**src/rtl/toggle_meter_pkg.sv**
```systemverilog
// Shared types for the toggle interval meter.
// With TOGGLE_METER_TIMESTAMP_EN defined, every entry also carries a 32-bit closing-edge timestamp.
package toggle_meter_pkg;

  localparam int TS_W = 32;

  typedef enum logic {
    IDLE    = 1'b0,
    MEASURE = 1'b1
  } state_e;

  // Width-independent part of a FIFO entry; the interval field is added by the top,
  // whose CNT_W parameter sets its width.
  typedef struct packed {
`ifdef TOGGLE_METER_TIMESTAMP_EN
    logic [TS_W-1:0] timestamp;
`endif
    logic            level;
    logic            sat;
  } entry_tag_t;

endpackage

```
**src/rtl/toggle_meter_fifo.sv**
```systemverilog
// Synchronous FIFO for measured intervals; a push into a full FIFO is accepted only
// when a pop happens in the same cycle, otherwise it is reported through `dropped`.
module toggle_meter_fifo #(
  parameter int  DEPTH = 4,
  parameter type T     = logic
) (
  input  logic clk,
  input  logic rst,
  input  logic clr,
  input  logic push,
  input  logic pop,
  input  T     din,
  output T     dout,
  output logic full,
  output logic empty,
  output logic dropped
);
  localparam int AW = $clog2(DEPTH);

  T           mem [DEPTH];
  logic [AW:0] wr_ptr, rd_ptr;
  logic       wr_en, rd_en;

  assign empty   = (wr_ptr == rd_ptr);
  assign full    = (wr_ptr[AW] != rd_ptr[AW]) && (wr_ptr[AW-1:0] == rd_ptr[AW-1:0]);
  assign rd_en   = pop & ~empty;
  assign wr_en   = push & (~full | rd_en);
  assign dropped = push & full & ~rd_en;

  always_ff @(posedge clk or posedge rst) begin
    if (rst) begin
      wr_ptr <= '0;
      rd_ptr <= '0;
    end else if (clr) begin
      wr_ptr <= '0;
      rd_ptr <= '0;
    end else begin
      if (wr_en) wr_ptr <= wr_ptr + (AW+1)'(1);
      if (rd_en) rd_ptr <= rd_ptr + (AW+1)'(1);
    end
  end

  // Storage needs no reset: the head is masked to zero whenever the FIFO is empty.
  always_ff @(posedge clk) begin
    if (wr_en) mem[wr_ptr[AW-1:0]] <= din;
  end

  assign dout = empty ? T'('0) : mem[rd_ptr[AW-1:0]];

endmodule

```
**src/rtl/toggle_interval_meter.sv**
```systemverilog
// Measures clk cycles between successive toggles of an asynchronous input and queues them.
// Optional TOGGLE_METER_TIMESTAMP_EN adds a free-running cycle counter and out_timestamp.
module toggle_interval_meter
  import toggle_meter_pkg::*;
#(
  parameter int CNT_W       = 16,
  parameter int FIFO_DEPTH  = 4,
  parameter int SYNC_STAGES = 2
) (
  input  logic             clk,
  input  logic             rst,
  input  logic             sig_in,
  input  logic             clr,
  output logic             out_valid,
  input  logic             out_ready,
  output logic [CNT_W-1:0] out_interval,
  output logic             out_level,
  output logic             out_sat,
`ifdef TOGGLE_METER_TIMESTAMP_EN
  output logic [TS_W-1:0]  out_timestamp,
`endif
  output logic             overflow
);

  typedef struct packed {
    logic [CNT_W-1:0] interval;
    entry_tag_t       tag;
  } entry_t;

  localparam logic [CNT_W-1:0] CNT_SAT = '1;

  logic [SYNC_STAGES-1:0] sync_q;
  logic                   s_sync, s_prev, edge_p;
  state_e                 state_q, state_d;
  logic [CNT_W-1:0]       cnt_q, cnt_d;
  logic                   push, pop, full, empty, dropped;
  entry_t                 wr_entry, head;

  // Synchronizer runs through clr so an edge right after clr release is still seen.
  always_ff @(posedge clk or posedge rst) begin
    if (rst) begin
      sync_q <= '0;
      s_prev <= 1'b0;
    end else begin
      sync_q <= {sync_q[SYNC_STAGES-2:0], sig_in};
      s_prev <= s_sync;
    end
  end

  assign s_sync = sync_q[SYNC_STAGES-1];
  assign edge_p = s_sync ^ s_prev;

  always_ff @(posedge clk or posedge rst) begin
    if (rst) begin
      state_q <= IDLE;
      cnt_q   <= '0;
    end else begin
      state_q <= state_d;
      cnt_q   <= cnt_d;
    end
  end

  always_comb begin
    state_d = state_q;
    cnt_d   = cnt_q;
    push    = 1'b0;
    if (clr) begin
      state_d = IDLE;
      cnt_d   = '0;
    end else begin
      case (state_q)
        IDLE: begin
          if (edge_p) begin
            state_d = MEASURE;
            cnt_d   = CNT_W'(1);
          end
        end
        MEASURE: begin
          if (edge_p) begin
            push  = 1'b1;
            cnt_d = CNT_W'(1);
          end else if (cnt_q != CNT_SAT) begin
            cnt_d = cnt_q + CNT_W'(1);
          end
        end
        default: state_d = IDLE;
      endcase
    end
  end

`ifdef TOGGLE_METER_TIMESTAMP_EN
  logic [TS_W-1:0] ts_q;

  always_ff @(posedge clk or posedge rst) begin
    if (rst)      ts_q <= '0;
    else if (clr) ts_q <= '0;
    else          ts_q <= ts_q + TS_W'(1);
  end

  assign wr_entry.tag.timestamp = ts_q;
  assign out_timestamp          = head.tag.timestamp;
`endif

  assign wr_entry.interval = cnt_q;
  assign wr_entry.tag.level = s_sync;
  assign wr_entry.tag.sat   = (cnt_q == CNT_SAT);

  assign pop = out_valid & out_ready & ~clr;

  toggle_meter_fifo #(
    .DEPTH (FIFO_DEPTH),
    .T     (entry_t)
  ) u_fifo (
    .clk     (clk),
    .rst     (rst),
    .clr     (clr),
    .push    (push),
    .pop     (pop),
    .din     (wr_entry),
    .dout    (head),
    .full    (full),
    .empty   (empty),
    .dropped (dropped)
  );

  always_ff @(posedge clk or posedge rst) begin
    if (rst)          overflow <= 1'b0;
    else if (clr)     overflow <= 1'b0;
    else if (dropped) overflow <= 1'b1;
  end

  assign out_valid    = ~empty;
  assign out_interval = head.interval;
  assign out_level    = head.tag.level;
  assign out_sat      = head.tag.sat;

endmodule

```
**config.mk**
```make
export PLATFORM = sky130hd
export DESIGN_NAME = toggle_interval_meter
export DESIGN_NICKNAME = d
export VERILOG_FILES = /design/src/rtl/toggle_meter_pkg.sv /design/src/rtl/toggle_meter_fifo.sv /design/src/rtl/toggle_interval_meter.sv
export SDC_FILE = /design/constraint.sdc
export NUM_CORES = 1
export LEC_CHECK = 0
export CORE_AREA = 3 3 80 120
export CTS_CLUSTER_DIAMETER = 80
export CTS_CLUSTER_SIZE = 40
export DETAILED_ROUTE_END_ITERATION = 12
export DIE_AREA = 0 0 83 123
export GPL_TIMING_DRIVEN = 0
export PLACE_DENSITY = 0.78
export SLEW_MARGIN = 20
export SYNTH_ARGS = -nofsm -noshare
export SYNTH_HDL_FRONTEND = slang
export SYNTH_HIERARCHICAL = 1
export SYNTH_SLANG_ARGS = --single-unit
```
**constraint.sdc**
```tcl
create_clock -name clk -period 8.1 [get_ports clk]
set_input_delay 0.81 -clock clk [delete_from_list [all_inputs] [get_ports clk]]
set_output_delay 0.81 -clock clk [all_outputs]
set_load 0.03 [all_outputs]
```
==> flow_summary.ini, run 1 <==
[outcome]
status = complete, no violations

[global_routing]
grt_pass1_wl_mm = 12.7
grt_pass1_vias = 2484
grt_use_total_pct = 16.1
grt_max_degree = 22
grt_antenna_before_repair = 0
grt-ovfl-total = 0

[sta]
fin_tns_setup_ps = 0
fin_crit_ps = 3610
skew_ps = 6.40
setup_viol = 0
fin_crit_sh_pct = 44.5
rsz0062_at_grt = false
fin_ws_ps = 4490
hold_viol = 0
worst_pin_slew_ps = 1030
fmax_mhz = 277
relSlewSlack_pct = 31.1
drv_slew = 0

[place]
port_buffers = 24
dp.cells = 415
dp_slack_ps = 4520
place_hpwl_mm = 5.22
place_area_um2 = 4690
gp_congestion = 0.840

[clock_network]
htree_levels = 3
cts_resized = 0
holdBufCountCts = 0
clock_sinks = 99
path_clk_slew_ps = 60
cts_max_path_buffers = 2
cts_setup_buffers = 0
numCtsBuffers = 9
clkLatencyLatePin_ps = 340
clockRootBuffer = clkbuf_16
cts_tree = done

[floorplanning]
core_area_um2 = 8720
die_h_um = 123
rows = 42
die_x_um = 83
dieArea_um2 = 10200
initial_utilization_pct = 49.1
pin_count = 25

[layout]
instances_no_fill = 431
syn2layout_area_growth_pct = 16.5
layout_commonest_cell = edfxtp_1
drive_gt1_share_pct = 14.6
nNetsFinal = 327
fill_cells = 694
diodes = 0
final_cell_area_um2 = 4990
mostFrequentLayoutCells = edfxtp_1 (72), dfrtp_1 (27), clkdlybuf4s50_1 (24)

[drt]
drt-pass1-iter-count = 5
initialDrtViolationCount = 179
wl_per_cell_um = 18.1
vias = 2524
wl_mm = 7.82
drc = 0
ant_nets = 0
routed_via_density = 5.86

[worst_setup_path]
cpPeakStageDelay_ps = 610
cp_slowest_cell = clkdlybuf4s50_1
crit_buf_inv = 3
r2r-start = u_fifo/rd_ptr[0]
worstRegToRegCells = 7
path_cells = buf_1 > buf_2 > mux4_2 > nor2b_1 > clkdlybuf4s50_1
critPathMaxFanout = 10
cp.arrival_ps = 2800
critPathLaunchType = flip-flop
r2r_end = u_fifo/mem[1][6]
crit_family = buffers and inverters
critPathRequiredTime_ps = 7290
endpoint_kind = output port
worst-setup-path-type = flip-flop to output port
rrSetupSlack_ps = 4870

[logic_synthesis]
syn_nets = 291
syn_inst = 280
synth_warnings = 6
syn_area_um2 = 4280
avgSynthCellArea_um2 = 15.3

[worst_hold_path]
worstHoldStart = sync_q[0]
holdPathStages = 0
hold_class = flip-flop to flip-flop
hold_path_end = sync_q[1]

[pwr]
ir_drop_v = 0.000128
cellPowerDensity_nw_per_um2 = 211
leakage_nw = 1.69

[flow_run]
cap_violations = 0
[worst max-delay path by stage]
stage,from,end,slack (ps),cells after the start
2_1_floorplan,u_fifo/rd_ptr[0],u_fifo/wr_ptr[2],5050,8
3_3_place_gp,clr,u_fifo/wr_ptr[2],3660,5
3_5_place_dp,clr,u_fifo/mem[1][16],4520,4
4_1_cts,u_fifo/rd_ptr[1],out_interval[2],4440,5
5_1_grt,u_fifo/rd_ptr[1],out_interval[0],4350,5
6_report,u_fifo/rd_ptr[1],out_interval[2],4490,5
[where the power goes]
| group | total, mW | internal [mW] | switching [mW] |
|---|---|---|---|
| clock network | 0.408 | 0.239 | 0.168 |
| registers | 0.553 | 0.547 | 0.00527 |
| logic | 0.0910 | 0.0351 | 0.0559 |
| total | 1.05 | 0.822 | 0.229 |
[flip-flops by register name, summed over array words and instances (netlist names)]
signal	flops
u_fifo/mem	72
cnt_q	16
u_fifo/rd_ptr	3
u_fifo/wr_ptr	3
sync_q	2
overflow	1
s_prev	1
state_q	1
[area by class of cell]
type	instances	area [um2]	area share, %
sequential	99	2840	56.9
multi-input combinational	156	1360	27.3
timing repair buffer	25	255	5.12
clock buffer	12	236	4.74
tap	110	138	2.76
buffer	13	65.1	1.30
clock inverter	4	51.3	1.03
inverter	12	45.0	0.903
[stage by stage]
| stage | utilization (%) | hold WS (ps) | total power, mW |
|---|---|---|---|
| after floorplan | - | 331 | 0.619 |
| after global placement | 53.4 | 332 | 0.652 |
| after detailed placement | 53.8 | 347 | 0.655 |
| after CTS | 57.1 | 361 | 1.06 |
| after global routing | 57.2 | 377 | 1.09 |
| final | 57.2 | 360 | 1.05 |
[layer usage]
metal,track usage (%),vias up,wire (um)
li1,-,1162,-
met1,19.1,1281,3140
met2,28.6,75,4240
met3,3.67,6,343
met4,6.34,0,99
met5,0,-,0
(Power assumes the default switching activity.)
==> inputs of run 2 (changes only) <==
- clock period: 8.1 -> 3.7 ns (I/O delays scaled with it)
==> results of run 2 <==
The final DEF is identical to that of run 1. Status: complete, no violations.
Among the figures that moved: setup slack after placement 4520 ps -> 412 ps; setup slack after layout 4490 ps -> 471 ps; hold slack 360 ps -> 303 ps; start point of the critical path u_fifo/rd_ptr[1] -> u_fifo/rd_ptr[0]; end point of the critical path out_interval[2] -> u_fifo/mem[1][6]; register-to-register setup slack 4870 ps -> 470 ps; total power 1.05 mW -> 2.30 mW; worst IR drop on VDD 0.000128 V -> 0.000281 V
==> inputs of run 3 (changes only) <==
- CORE_AREA: 3 3 80 120 -> 3 3 79 118
- DIE_AREA: 0 0 83 123 -> 0 0 82 121
- GPL_TIMING_DRIVEN: 0 -> 1
- PLACE_DENSITY: 0.78 -> 0.79
- SYNTH_HIERARCHICAL: 1 -> not set
==> flow_summary.ini, run 3 <==
[floorplanning]
initial_utilization_pct = 49.6
dieArea_um2 = 9920
pin_count = 25
rows = 41
die_x_um = 82
die_h_um = 121
core_area_um2 = 8410

[sta]
skew_ps = 5.36
fin_crit_ps = 2790
hold_slack_ps = 352
fmax_mhz = 358
worst_pin_slew_ps = 965
drv_slew = 0
hold_viol = 0
fin_tns_setup_ps = 0
relSlewSlack_pct = 35.1
setup_viol = 0
rsz0062_at_grt = false
fin_crit_sh_pct = 75.5

[drt]
drc = 0
vias = 2320
routed_via_density = 5.67
ant_nets = 0
initialDrtViolationCount = 233
drt-pass1-iter-count = 4
wl_per_cell_um = 17.3
wl_mm = 7.07

[clock_network]
cts_resized = 0
cts_setup_buffers = 0
cts_max_path_buffers = 2
htree_levels = 3
clkLatencyLatePin_ps = 340
path_clk_slew_ps = 60
clock_sinks = 99
cts_tree = done
numCtsBuffers = 9
holdBufCountCts = 0
clockRootBuffer = clkbuf_16

[worst_hold_path]
holdPathStages = 0
hold_path_end = sync_q[1]
hold_class = flip-flop to flip-flop
worstHoldStart = sync_q[0]

[logic_synthesis]
synth_warnings = 0
synth_top_cell_by_area = edfxtp_1
synth_common_cells = edfxtp_1 (72), dfrtp_1 (27), nor2b_1 (19)
syn_inst = 263
async_flop_share_pct = 27.3
avgSynthCellArea_um2 = 15.9
synth_cell_types = 39
synth_seq_cells = 99
ys_seq_area_share_pct = 68.0
synthTopCellsByArea = edfxtp_1 (52%), dfrtp_1 (16%), mux4_2 (9.7%), nor2b_1 (2.8%), ha_1 (1.8%)
syn_nets = 274
synth_edf_count = 72
synth_top_area_share_pct = 51.8
dominantRegCellSynth = edfxtp_1
yosysMostFrequentCell = edfxtp_1
syn_area_um2 = 4170

[place]
place_hpwl_mm = 4.60
place_area_um2 = 4580
dp.cells = 394
port_buffers = 24
gp_congestion = 0.816

[worst_setup_path]
path_cells = buf_4 > mux4_2 > nor2b_1 > clkdlybuf4s50_1
r2r_end = u_fifo.mem[1][3]
critPathMaxFanout = 20
cpPeakStageDelay_ps = 600
r2r-start = sync_q[1]
worst-setup-path-type = flip-flop to output port
crit_buf_inv = 2
cp.arrival_ps = 2420
rrSetupSlack_ps = 1230
crit_family = buffers and inverters
worstRegToRegCells = 5
critPathRequiredTime_ps = 3330
endpoint_kind = output port
critPathLaunchType = flip-flop
cp_slowest_cell = clkdlybuf4s50_1

[global_routing]
grt_use_total_pct = 16.7
grt_max_degree = 28
grt_pass1_wl_mm = 11.9
grt_antenna_before_repair = 0
grt-ovfl-total = 0
grt_pass1_vias = 2360

[layout]
layout_commonest_cell = edfxtp_1
diodes = 0
mostFrequentLayoutCells = edfxtp_1 (72), dfrtp_1 (27), clkdlybuf4s50_1 (24)
instances_no_fill = 409
fill_cells = 661
final_cell_area_um2 = 4840
largest_reg_flops = 72
drive_gt1_share_pct = 16.2
syn2layout_area_growth_pct = 16.0
nNetsFinal = 309

[outcome]
status = complete, no violations

[pwr]
ir_drop_v = 0.000349
leakage_nw = 1.67
cellPowerDensity_nw_per_um2 = 491

[flow_run]
cap_violations = 0
run 3: cell types whose count changed in the layout (fill, tap and decap cells not counted), moves of 3 or more:
cell      delta
or3_1        -3
nand3_1      +4
a21oi_1      +3
buf_2        -3
xor2_1       +3
inv_1        -7
clkbuf_1     -6
buf_4        +7
nand2_1      -4
or4_1        +3
o21a_1       +3
o31ai_1      +3
run 3: worst max-delay path by stage:
stage                     start          endpoint  depth (start not counted)
6_report       u_fifo.rd_ptr[0]   out_interval[1]                          4
4_1_cts        u_fifo.rd_ptr[0]   out_interval[1]                          4
2_1_floorplan  u_fifo.wr_ptr[1]         out_valid                          4
3_3_place_gp   u_fifo.rd_ptr[0]         out_level                          4
5_1_grt        u_fifo.rd_ptr[0]   out_interval[1]                          4
3_5_place_dp          out_ready  u_fifo.mem[1][6]                          5
run 3: worst reg2reg max path: stages (launching register included):
cell and delay (ps):
dfrtp_1 430, xor2_1 350, nand2_1 150, nor3_1 330
and2_1 640, buf_4 280
run 3: final cells by class:
cell class | count | area [um2] | share of cell area, %
clock buffers | 13 | 250 | 5.17
repair buffers | 32 | 300 | 6.20
well taps | 107 | 134 | 2.76
clock inverters | 2 | 12.5 | 0.258
inverters | 6 | 22.5 | 0.465
multi-input cells | 150 | 1280 | 26.5
flip-flops and latches | 99 | 2840 | 58.6
run 3: cells by family after synthesis:
| family | share of synthesized area (%) |
|---|---|
| xor gates and xnor gates | 1.68 |
| and+or+nand+nor | 11.3 |
| DFF | 68.0 |
| buffers and inverters | 1.35 |
| adders and majority gates | 1.80 |
| AOI/OAI and AO/OA | 5.67 |
| muxes | 10.2 |
run 3: metrics by stage:
stage	setup slack [ps]	util (%)	power [mW]
after floorplan	1570	-	1.46
after global placement	1270	54.4	1.58
after detailed placement	1180	54.4	1.58
after CTS	874	57.6	2.41
after global routing	810	57.6	2.48
final	906	57.6	2.38
run 3: routing by layer:
metal	vias up	part of all wire (%)	global-route usage, %	routed length [um]
li1	1098	-	-	-
met4	0	2.0	9.25	140
met5	-	0	0	0
met2	45	56	27.4	3950
met1	1167	39	20.2	2730
met3	10	3.4	3.49	240
run 3: power by group:
group          leakage (nW)  internal [mW]  switching [mW]  total [mW]
Clock                 0.126          0.469           0.352       0.821
Sequential             1.03           1.20          0.0130        1.21
Combinational         0.512          0.151           0.192       0.343
